[src/rtl/card_dispatch.sv]
// Card draw dispatcher: turns card requests into slot-placed print commands for a print engine.
// Optional macro CARD_DISPATCH_TIMEOUT_EN adds a WAIT-state watchdog driving timeout_err.
module card_dispatch #(
  parameter int FIFO_DEPTH = 4,
  parameter int X_BASE     = 4,
  parameter int X_STEP     = 14,
  parameter int PLAYER_Y   = 90,
  parameter int DEALER_Y   = 20,
  parameter int MAX_SLOTS  = 8
) (
  input  logic        clk,
  input  logic        rst,
  input  logic        new_round,
  input  logic        req_valid,
  input  logic [5:0]  req_card,
  input  logic        req_who,
  output logic        req_ready,
  output logic        pr_write,
  output logic        pr_init,
  output logic [5:0]  pr_card,
  output logic [14:0] pr_orig,
  input  logic        pr_waitrequest,
  output logic        cmd_done,
  output logic        bad_card,
  output logic        hand_full,
  output logic        timeout_err
);

  localparam int AW = (FIFO_DEPTH > 1) ? $clog2(FIFO_DEPTH) : 1;
  localparam int EW = 21;

  typedef enum logic [1:0] {S_IDLE, S_ISSUE, S_GAP, S_WAIT} state_t;

  logic [EW-1:0] mem_q [FIFO_DEPTH];
  logic [AW-1:0] wr_ptr_q, rd_ptr_q;
  logic [AW:0]   count_q;
  logic [7:0]    slot_q [2];
  logic          init_pending_q;
  logic          bad_card_q, hand_full_q;
  state_t        state_q;
  logic          pr_write_q, pr_init_q, cmd_done_q;
  logic [5:0]    pr_card_q;
  logic [14:0]   pr_orig_q;

  logic          fifo_full, fifo_empty;
  logic          accept, rank_bad, slot_at_max, push, pop;
  logic          issue_init, issue_card;
  logic [7:0]    slot_sel, x_pos;
  logic [6:0]    y_pos;
  logic [EW-1:0] head;

  assign fifo_full  = (count_q == (AW+1)'(FIFO_DEPTH));
  assign fifo_empty = (count_q == '0);
  assign req_ready  = !fifo_full && !new_round;
  assign accept     = req_valid && req_ready;

  assign rank_bad    = (req_card[5:2] > 4'd12);
  assign slot_sel    = slot_q[req_who];
  assign slot_at_max = (slot_sel == 8'(MAX_SLOTS));
  assign push        = accept && !rank_bad && !slot_at_max;

  // Origin arithmetic is safe to truncate: the slot is range-checked first.
  assign x_pos = 8'(X_BASE) + slot_sel * 8'(X_STEP);
  assign y_pos = req_who ? 7'(DEALER_Y) : 7'(PLAYER_Y);

  // A new_round in IDLE issues the init directly rather than a card that is being flushed.
  assign issue_init = (state_q == S_IDLE) && !pr_waitrequest && (init_pending_q || new_round);
  assign issue_card = (state_q == S_IDLE) && !pr_waitrequest && !init_pending_q && !new_round
                      && !fifo_empty;
  assign pop  = issue_card;
  assign head = mem_q[rd_ptr_q];

  always_ff @(posedge clk) begin
    if (push) begin
      mem_q[wr_ptr_q] <= {req_card, x_pos, y_pos};
    end
  end

  always_ff @(posedge clk) begin
    if (rst || new_round) begin
      wr_ptr_q <= '0;
      rd_ptr_q <= '0;
      count_q  <= '0;
    end else begin
      if (push) wr_ptr_q <= wr_ptr_q + 1'b1;
      if (pop)  rd_ptr_q <= rd_ptr_q + 1'b1;
      case ({push, pop})
        2'b10:   count_q <= count_q + 1'b1;
        2'b01:   count_q <= count_q - 1'b1;
        default: count_q <= count_q;
      endcase
    end
  end

  generate
    for (genvar gi = 0; gi < 2; gi++) begin : g_slot
      always_ff @(posedge clk) begin
        if (rst || new_round) begin
          slot_q[gi] <= '0;
        end else if (push && (req_who == 1'(gi))) begin
          slot_q[gi] <= slot_q[gi] + 8'd1;
        end
      end
    end
  endgenerate

  always_ff @(posedge clk) begin
    if (rst) begin
      init_pending_q <= 1'b1;
      bad_card_q     <= 1'b0;
      hand_full_q    <= 1'b0;
    end else begin
      if (issue_init)     init_pending_q <= 1'b0;
      else if (new_round) init_pending_q <= 1'b1;
      if (accept && rank_bad)                bad_card_q  <= 1'b1;
      if (accept && !rank_bad && slot_at_max) hand_full_q <= 1'b1;
    end
  end

`ifdef CARD_DISPATCH_TIMEOUT_EN
  logic [15:0] wait_cnt_q;
  logic        timeout_err_q;
  assign timeout_err = timeout_err_q;
`else
  assign timeout_err = 1'b0;
`endif

  always_ff @(posedge clk) begin
    if (rst) begin
      state_q    <= S_IDLE;
      pr_write_q <= 1'b0;
      pr_init_q  <= 1'b0;
      pr_card_q  <= '0;
      pr_orig_q  <= '0;
      cmd_done_q <= 1'b0;
`ifdef CARD_DISPATCH_TIMEOUT_EN
      wait_cnt_q    <= '0;
      timeout_err_q <= 1'b0;
`endif
    end else begin
      pr_write_q <= 1'b0;
      cmd_done_q <= 1'b0;
      case (state_q)
        S_IDLE: begin
          if (issue_init) begin
            pr_write_q <= 1'b1;
            pr_init_q  <= 1'b1;
            pr_card_q  <= '0;
            pr_orig_q  <= '0;
            state_q    <= S_ISSUE;
          end else if (issue_card) begin
            pr_write_q <= 1'b1;
            pr_init_q  <= 1'b0;
            pr_card_q  <= head[20:15];
            pr_orig_q  <= head[14:0];
            state_q    <= S_ISSUE;
          end
        end
        S_ISSUE: state_q <= S_GAP;
        // The engine only raises busy a cycle after the strobe, so skip sampling it here.
        S_GAP: begin
          state_q <= S_WAIT;
`ifdef CARD_DISPATCH_TIMEOUT_EN
          wait_cnt_q <= '0;
`endif
        end
        S_WAIT: begin
          if (!pr_waitrequest) begin
            cmd_done_q <= 1'b1;
            state_q    <= S_IDLE;
          end
`ifdef CARD_DISPATCH_TIMEOUT_EN
          else if (wait_cnt_q == 16'h7FFF) begin
            timeout_err_q <= 1'b1;
            state_q       <= S_IDLE;
          end else begin
            wait_cnt_q <= wait_cnt_q + 16'd1;
          end
`endif
        end
        default: state_q <= S_IDLE;
      endcase
    end
  end

  assign pr_write  = pr_write_q;
  assign pr_init   = pr_init_q;
  assign pr_card   = pr_card_q;
  assign pr_orig   = pr_orig_q;
  assign cmd_done  = cmd_done_q;
  assign bad_card  = bad_card_q;
  assign hand_full = hand_full_q;

endmodule
[config.mk]
export PLATFORM = sky130hd
export DESIGN_NAME = card_dispatch
export DESIGN_NICKNAME = d
export VERILOG_FILES = /design/src/rtl/card_dispatch.sv
export SDC_FILE = /design/constraint.sdc
export NUM_CORES = 1
export LEC_CHECK = 0
export ABC_AREA = 1
export BUFFER_PORTS_ARGS = -buffer_cell sky130_fd_sc_hd__buf_4
export CORE_UTILIZATION = 32
export DETAILED_ROUTE_END_ITERATION = 12
export GPL_TIMING_DRIVEN = 1
export HOLD_SLACK_MARGIN = 0.12
export SLEW_MARGIN = 20
export SYNTH_ARGS = -nofsm -noshare
export SYNTH_HDL_FRONTEND = slang
export SYNTH_SLANG_ARGS = --single-unit
[constraint.sdc]
create_clock -name clk -period 6.81 [get_ports clk]
set_input_delay 1.362 -clock clk [delete_from_list [all_inputs] [get_ports clk]]
set_output_delay 1.362 -clock clk [all_outputs]
set_load 0.05 [all_outputs]
Yosys cells after proc, flatten, opt, wreduce, memory -nomap -nowiden
Memory sizes are Yosys's and may differ from the RTL's. A register that Yosys moved wholly into a read port is not among the register bits.
Cells that the tools add are included.
{"block": "word_totals", "out_inout_bits": 28, "inputBits": 12, "memories": 2, "rom_bits": 0, "reg_bits": 36, "latch_bits": 0, "ram_bits": 100, "wordCells": 99}
{"memory": "mem_q", "depth": 4, "width": 21, "read_ports": 1, "rd_ports_with_merged_regs": 1, "write_ports": 1, "line": "34", "text": "logic [EW-1:0] mem_q [FIFO_DEPTH];"}
{"memory": "slot_q", "depth": 2, "width": 8, "read_ports": 3, "rd_ports_with_merged_regs": 0, "write_ports": 2, "line": "37", "text": "logic [7:0] slot_q [2];"}
{"block": "op_classes", "div_mod_pow": 0, "mux": 31, "bitwise_logic": 5, "n_addsub": 7, "n_lt_le_gt_ge": 1, "shift": 0, "n_mul": 1, "eq_ne": 9, "n_reduce_logical": 31}
{"operator": "$mux 15", "count": 2}
{"operator": "$mux 1", "count": 17}
{"operator": "$add 8x1->8 const B", "count": 2}
{"operator": "$mux 8", "count": 2}
{"operator": "$logic_and 1x1->1", "count": 13}
{"operator": "$mux 6", "count": 2}
{"operator": "$mux 2", "count": 5}
{"operator": "$add 3x8->8 const A", "count": 1}
{"operator": "$eq 8x4->1 const B", "count": 1}
{"operator": "$mul 8x3->7 const B", "count": 1}
{"operator": "$pmux 2 s4", "count": 1}
{"operator": "$logic_not 1->1", "count": 7}
{"operator": "$mux 7", "count": 1}
{"operator": "$eq 2x2->1 const B", "count": 3}
{"operator": "$pmux 3 s2", "count": 1}
{"operator": "$reduce_bool 2->1", "count": 3}
{"operator": "$add 2x1->2 const B", "count": 2}
{"operator": "$eq 2x1->1 const B", "count": 2}
{"operator": "$gt 4x4->1 const B", "count": 1}
{"operator": "$reduce_and 2->1", "count": 2}
{"operator": "$reduce_or 2->1", "count": 2}
{"operator": "$add 3x1->3 const B", "count": 1}
{"operator": "$eq 3x3->1 const B", "count": 1}
{"operator": "$logic_not 3->1", "count": 1}
{"operator": "7 further kinds", "count": 11}

Logic depth before layout (Yosys ltp)
Gate-level depths: netlist of the first run.
{"block": "logic_depth", "ltp_word": 11, "ltp_mapped": 15, "ltp_nobuf": 15}

Least setup slack after synthesis of the first run
No wires, ideal clock.
{"block": "synth_timing", "path_type": "input to register", "startpoint": "in req_who", "endpoint": "mem mem_q[0][13] (data pin)", "required_ns": 6.547, "path_stages": 12, "path_buffers": 0, "setup_ns": 0.263, "arrival_time_ns": 3.639, "setup_slack_ns": 2.909, "cell_sequence": "inv_2 or2_2 o21ai_0 inv_1 fa_1 ha_1 fa_1 nand3_1 nor2_1 inv_1 nor2_1 nor2_1"}
{"block": "synth_between", "elab_chain_cells": 3}
{"item": "start: declaration", "line": "16", "text": "input logic req_who,"}
{"item": "$mem_v2 2x8"}
{"item": "via slot_sel[0]", "line": "48", "text": "logic [7:0] slot_sel, x_pos;"}
{"item": "$mul 8x3->7", "line": "63", "text": "assign x_pos = 8'(X_BASE) + slot_sel * 8'(X_STEP);"}
{"item": "$add 3x8->8", "line": "63"}
{"item": "via x_pos[6]", "line": "48"}
{"item": "end: declaration", "line": "34"}
The timed path passes the listed nets, and every way through them passes these cells.

Final worst setup path of the first run
{"block": "layout_timing", "startpoint": "in req_who", "endpoint": "mem mem_q[1][13] (data pin)"}
The elaborated chain is that of the path after synthesis.

==> metrics, run 1 <==
met2 usage=22.42%; cell accounting for the most synthesized area=edfxtp_1; Yosys reg bits=around 110; pin count of the biggest net entering global routing=32; Final setup viols=0; RR Startpoint=slot_q[1][0]; first-pass detailed-route iteration total=4; dpl cell area=about 5600 µm²; GRT Resource Usage Total=between 10% and 20%; worst hold path depth=2; top post-synthesis cells by area=edfxtp_1 (44%), dfxtp_1 (13%), nor2_1 (7.5%); Max Clock Skew=roughly 9 ps; vias in the first global route=between 3k and 4k; Comb pwr share=between 10 and 15%; reg-to-reg endpoint=mem_q[1][13]; Flop pwr share=about 50%; design area=5887 µm²; Net count, final=around 600; Synth top area share=between 40 and 50%; WS Path Type=in -> reg; syn avg cell area=9.657 µm²; reg2reg setup slack=roughly 3700 ps; Hold Crit Start=hand_full; fmax=between 200 and 250 MHz; Worst R2R Path Depth=11; RSZ-0062 raised after global routing=false; crit path capture type=flop; Lkg Pwr=around 2.3 nW; maximum buffer depth of the clock tree=2; DR iter-0 viols=137; Worst Path Arrival=4150 ps; CP peak stage delay=510 ps; Post-DRT Antenna Nets=0; Min-Delay Path Class=reg -> reg; Inst Count DP=between 700 and 800; placer congestion estimate=between 0.7 and 0.8; Core Util, Final=38.16%; outcome=completed; DR vias=between 3k and 4k; clock share of power=35.4%; Finished Layout Cells=roughly 780; Area Overhead vs Synth=14.59%; grt ovf=0; crit-path cells=buf_4 > inv_2 > or2_2 > o21ai_0 > inv_1 > fa_1 > ha_1 > fa_1 > nand3_1 > nor2_1 > inv_1 > nor2_1 > nor2_1; Worst Setup Start Kind=input port; final wirelength=around 9.9 mm; Core Box Area=15430 µm²; H-tree depth=3; Clk pin slew, worst setup/hold paths=roughly 70 ps; Skew-Pair Late Insertion Delay=350 ps; worst vdd ir=0.1395 mV; Die W=roughly 130 µm; Gates resized, CTS repair=0; period utilization=between 50 and 60%; Slew headroom=around two fifths; die area=16570 µm²; I/O Buffers=35; P_int=approximately 1.1 mW; setup TNS=0 ps; max-slew violation count=0; Post-Synthesis Cell Area=just over 5000 µm²; CTS Hold Buffers Added=0; met1 Usage GRT=about 15%; hold path endpoint=hand_full; CTS tree=built; row count=45; worst slew pin tran=between 900 and 1000 ps; worst path bufs/invs=4; I/O pin cnt=40; Sw Share=between 20% and 30%; switching power=around 0.41 mW; clock root cell=clkbuf_16; Synth Instances=about 530; Distinct cells, synth=32; Wirelength per Cell=around 13 µm; Max Cap Viol=0; power per standard cell area=between 200 and 300 nW/µm²; post-synthesis sequential area ratio=57.28%; CP max stage cell=fa_1; Final min period=roughly 4100 ps; first-pass GRT wire length=~16 mm; Die Height=128.7 µm; CTS Sinks=approximately 110; Post-CTS Setup Repair Bufs=0; Critical Path RT=approximately 7000 ps; antenna violations before repair=0; Final Hold Viols=0; delay-heaviest family, CP=adder cells; antenna cells=0; HPWL reported at the end of detailed placement=6.720 mm; post-route setup slack=2756 ps; M3 GR Usage=under 10%; DRC=0; starting density of the core=33.30%; Critical Path Most Common Cell=nor2_1; Most Used Layer, Global Route=met2; CP Max Fanout=20; CTS buffer count=9; share of layout cells above drive strength 1=12.90%; Place WS=around 2400 ps; via density per instance=roughly 4.5; Synth Warn #=0
routing by layer:
metal  up-vias  part of all wire, %
met4         0                  1.8
met1      1611                   46
met2        55                   49
li1       1788                    -
met5         -                    0
met3        14                  3.1
kinds of logic (layout without fill, tap and decap cells):
family                     Yosys count  in the layout  synth area share, %
and+or+nand+nor                    233            233                19.56
DFF                                109            109                57.28
other                                1              4              0.07299
buffers and inverters               73            104                6.088
adders and majority gates           25             25                6.966
AOI/OAI and AO/OA                   77             77                7.647
xor gates and xnor gates            14             14                2.387
synth_stat cells:
| cell type | n |
|---|---|
| ha_1 | 19 |
| dfxtp_1 | 33 |
| nand4_1 | 2 |
| buf_4 | 7 |
| nand4_4 | 2 |
| nor2_8 | 1 |
| nor2_2 | 3 |
| xnor2_1 | 6 |
| nand2_2 | 2 |
| fa_1 | 6 |
| inv_2 | 3 |
| edfxtp_1 | 76 |
| nand2_1 | 94 |
| clkbuf_1 | 5 |
| nand2_4 | 1 |
| inv_1 | 48 |
| a31oi_1 | 1 |
| nand3_1 | 19 |
| nor3_1 | 1 |
| xor2_1 | 8 |
| nand3_4 | 1 |
| o21ai_1 | 7 |
| or2_2 | 3 |
| a21boi_1 | 1 |
| nor2_1 | 102 |
| o21ai_2 | 1 |
| nand3b_1 | 2 |
| o21ai_0 | 36 |
| clkbuf_2 | 1 |
| buf_2 | 9 |
| conb_1 | 1 |
| a21oi_1 | 31 |
power groups by stage:
stage	Clock (mW)	Combinational (mW)	Sequential, mW
floorplan	0	0.156	0.789
global placement	0	0.213	0.777
detailed placement	0	0.223	0.779
CTS	0.552	0.224	0.763
global route	0.576	0.255	0.766
finish	0.540	0.221	0.763
cells in the final DEF, fill, tap and decap left out, types with 4 or more instances in the layout:
cell type  instances
nor2_2             7
nor2_1            98
edfxtp_1          76
a21oi_1           31
o21ai_0           35
xor2_1             8
buf_4             37
ha_1              19
inv_1             48
clkbuf_16          9
fa_1               6
nand2_1           94
xnor2_1            6
nand3_1           19
o21ai_1            8
conb_1             4
dfxtp_1           33
stage by stage:
stage          hold slack (ps)  power, mW
3_5_place_dp             447.0      1.002
3_3_place_gp             442.4     0.9901
6_report                 456.0      1.524
4_1_cts                  458.2      1.540
2_1_floorplan            456.9     0.9448
5_1_grt                  482.1      1.597
final cells by class:
cell class	count	area, µm²
fillers	1529	9540
flip-flops and latches	109	2943
multi-input cells	353	1903
repair buffers	37	277.8
well taps	211	264.0
clock buffers	10	229.0
inverters	51	191.4
clock inverters	6	78.83
flip-flops by register name, summed over array words and instances, names as in the netlist, 2 cells and up, named ones only:
signal    count
wr_ptr_q      2
rd_ptr_q      2
pr_orig      10
mem_q        60
state_q       2
count_q       3
slot_q       16
pr_card       6
tightest hold or removal path: stages, from the launching register on:
cell     delay, ps
dfxtp_1        310
inv_1           50
a21oi_1         50
worst max path at each step:
stage,start,endpoint,slack (ps),depth (start not counted)
finish,req_who,mem_q[1][13],2760,13
detailed placement,req_who,mem_q[3][13],2390,13
global route,req_who,mem_q[1][13],2430,13
CTS,req_who,mem_q[1][13],2750,13
global placement,req_who,mem_q[0][13],2490,13
floorplan,req_who,mem_q[0][13],2910,12
Power figures use the tool's default switching activity.
==> run 2, diff against run 1 <==
ABC_AREA = 0   (was 1)
clock period = 3.75 ns   (was 6.81 ns; I/O delays follow)
==> run 2 against run 1 <==
Synthesized area down 5.5%. Via count fell by 19%. Hold slack better by 22 ps. Synthesized cell count shrank 34%. Total power grew 76%. Routed wire length is 11% lower. Flip-flop and latch count is the same. Die area is 5.4% lower. Worst setup slack lost 2500 ps. Critical path type unchanged.
==> metrics, run 2 <==
Max Clock Skew=9.276 ps (was 9.002 ps); Net count, final=434 (was 598); CTS Hold Buffers Added=0 (unchanged); Post-synth ARST share=0% (unchanged); H-tree depth=3 (unchanged); grt ovf=0 (unchanged); fmax=289.6 MHz; power per standard cell area=472.1 nW/µm² (was 258.9 nW/µm²); Lkg Pwr=2.090 nW (was 2.294 nW); DRC=0 (unchanged); antenna violations before repair=0 (unchanged); Worst Path Arrival=3600 ps (was 4150 ps); Skew-Pair Late Insertion Delay=350 ps (about the same); CTS buffer count=9 (unchanged); Top FF cell, synth=edfxtp_1 (unchanged); # fillers=1360 (was 1529); Core Box Area=14640 µm² (was 15430 µm²); first-pass GRT wire length=14.20 mm (was 16.38 mm); DR iter-0 viols=163 (was 137); via density per instance=4.766 (was 4.463); Slew headroom=45.38% (was 38.61%); RSZ-0062 raised after global routing=false (unchanged); Distinct cells, synth=44 (was 32); Max Cap Viol=0 (unchanged); Gates resized, CTS repair=0 (unchanged); Critical Path RT=3890 ps (was 6900 ps); starting density of the core=33.14% (was 33.30%); post-synthesis sequential area ratio=60.63% (was 57.28%); clock root cell=clkbuf_16 (unchanged); Final setup viols=0 (unchanged); CP Max Fanout=5 (was 20); vias in the first global route=2840 (was 3397); number of synthesized flops with an enable pin=76 (unchanged); Die W=125.2 µm (was 128.7 µm); crit path capture type=flop (unchanged); WS Path Type=in -> reg (unchanged); pin count of the biggest net entering global routing=27 (was 32); top post-synthesis cells by area=edfxtp_1 (47%), dfxtp_1 (14%), mux4_2 (7.0%) (was edfxtp_1 (44%), dfxtp_1 (13%), nor2_1 (7.5%)); Final Hold Viols=0 (unchanged); row count=44 (was 45); HPWL reported at the end of detailed placement=5.992 mm (was 6.720 mm); Synth Instances=351 (was 532); top cells by count, synth=edfxtp_1 (76), nor2_1 (51), dfxtp_1 (33) (was nor2_1 (102), nand2_1 (94), edfxtp_1 (76)); maximum buffer depth of the clock tree=2 (unchanged); Synth Warn #=0 (unchanged); Area Overhead vs Synth=16.94% (was 14.59%); max-slew violation count=0 (unchanged); cell accounting for the most synthesized area=edfxtp_1 (unchanged); Tot Pwr=2.679 mW (was 1.524 mW); Wirelength per Cell=14.88 µm (was 12.68 µm); Post-Synthesis Cell Area=4853 µm² (was 5137 µm²); share of layout cells above drive strength 1=23.13% (was 12.90%); placer congestion estimate=0.7849 (was 0.7581); CTS Sinks=109 (unchanged); die area=15660 µm² (was 16570 µm²); final wirelength=8.722 mm (was 9.854 mm); Min-Delay Path Class=reg -> reg (unchanged); most frequent cells in the layout=edfxtp_1 (76), nor2_1 (51), buf_4 (49) (was nor2_1 (98), nand2_1 (94), edfxtp_1 (76)); period utilization=92.09%; most common cell in the netlist=edfxtp_1 (was nor2_1); I/O pin cnt=40 (unchanged); Final min period=about 3500 ps; Worst Setup Start Kind=input port (unchanged); Post-DRT Antenna Nets=0 (unchanged); Die Height=125.2 µm (was 128.7 µm); Most flops, register=mem_q (unchanged); GRT Resource Usage Total=11.92% (was 12.83%); commonest non-fill, non-tap cell in the layout=edfxtp_1 (was nor2_1); Post-CTS Setup Repair Bufs=0 (unchanged); reg2reg setup slack=350 ps (was 3670 ps); Clk pin slew, worst setup/hold paths=70 ps (about the same); CTS tree=built (unchanged); I/O Buffers=35 (unchanged); outcome=completed (unchanged); worst vdd ir=0.2589 mV (was 0.1395 mV); Synth top area share=47.02% (was 44.42%); antenna cells=0 (unchanged); Yosys reg bits=109 (unchanged); first-pass detailed-route iteration total=6 (was 4); max FFs per register=60 (unchanged); DR vias=2793 (was 3468); worst slew pin tran=818.1 ps (was 919.9 ps); hold_ws=478.1 ps (was 456.0 ps); setup TNS=0 ps (unchanged); syn avg cell area=13.83 µm² (was 9.657 µm²)
-- run 2: changes by cell type in the layout (fill, tap and decap cells not counted), sizes merged, moves of 5 or more --
| cell | change |
|---|---|
| mux4 | +15 |
| nor2 | -54 |
| and2 | +5 |
| buf | +12 |
| xnor2 | +7 |
| a21oi | -24 |
| o21ai | -38 |
| mux2i | +8 |
| nand2 | -91 |
| nand3 | -9 |
| xor2 | +5 |
| a22oi | +15 |
| inv | -31 |
-- run 2: worst max-delay path, cell delays in order --
cell	delay, ps
buf_4	120
mux2i_2	230
inv_1	140
fa_1	470
ha_1	220
fa_1	520
nand3_1	120
or2_2	330
nor4b_1	280
nor3_1	100
xnor2_1	300
-- run 2: stage by stage --
step / cell area [µm²] / utilization, % / setup slack [ps] / cells
after floorplan: 4871 / - / 60.59 / 354
after global placement: 5370 / 36.67 / 100.8 / 570
after detailed placement: 5370 / 36.67 / -89.92 / 570
after CTS: 5674 / 38.75 / 279.6 / 586
after global routing: 5675 / 38.76 / 156.6 / 586
final: 5675 / 38.76 / 296.8 / 586
-- run 2: per-layer routing --
| layer | vias up | track usage [%] | wire length, µm |
|---|---|---|---|
| li1 | 1348 | - | - |
| met1 | 1397 | 14.13 | 4009 |
| met2 | 40 | 20.67 | 4336 |
| met3 | 8 | 3.166 | 244 |
| met4 | 0 | 4.519 | 131 |
| met5 | - | 0 | 0 |
-- run 2: cells by family after synthesis --
kind of cell | synth area share [%]
compound gates | 5.336
xor+xnor | 4.692
fa+ha+maj | 7.373
buf+inv | 3.454
flops | 60.63
mux | 8.842
other cells | 0.07727
simple gates | 9.590
-- run 2: path summary, 6_finish.rpt --
check / depth (start not counted) / from / endpoint
worst min-delay path: 2 / hand_full / hand_full
worst max-delay path: 11 / req_who / mem_q[3][14]
worst min register to register: 2 / hand_full / hand_full
worst max register to register: 10 / slot_q[1][2] / mem_q[3][14]
-- run 2: final cells by class --
cell class / count / area, µm² / area share [%]
well taps: 184 / 230.2 / 4.056
flip-flops and latches: 109 / 2944 / 51.87
clock inverters: 6 / 65.06 / 1.146
inverters: 19 / 71.32 / 1.257
clock buffers: 10 / 239.0 / 4.211
repair buffers: 49 / 367.9 / 6.481
multi-input cells: 209 / 1758 / 30.97
-- run 2: where the power goes --
part           internal (mW)  total (mW)  switching, mW
Sequential              1.35        1.37         0.0258
Combinational          0.130       0.349          0.219
Clock                  0.490       0.956          0.465
Total                   1.97        2.68          0.710
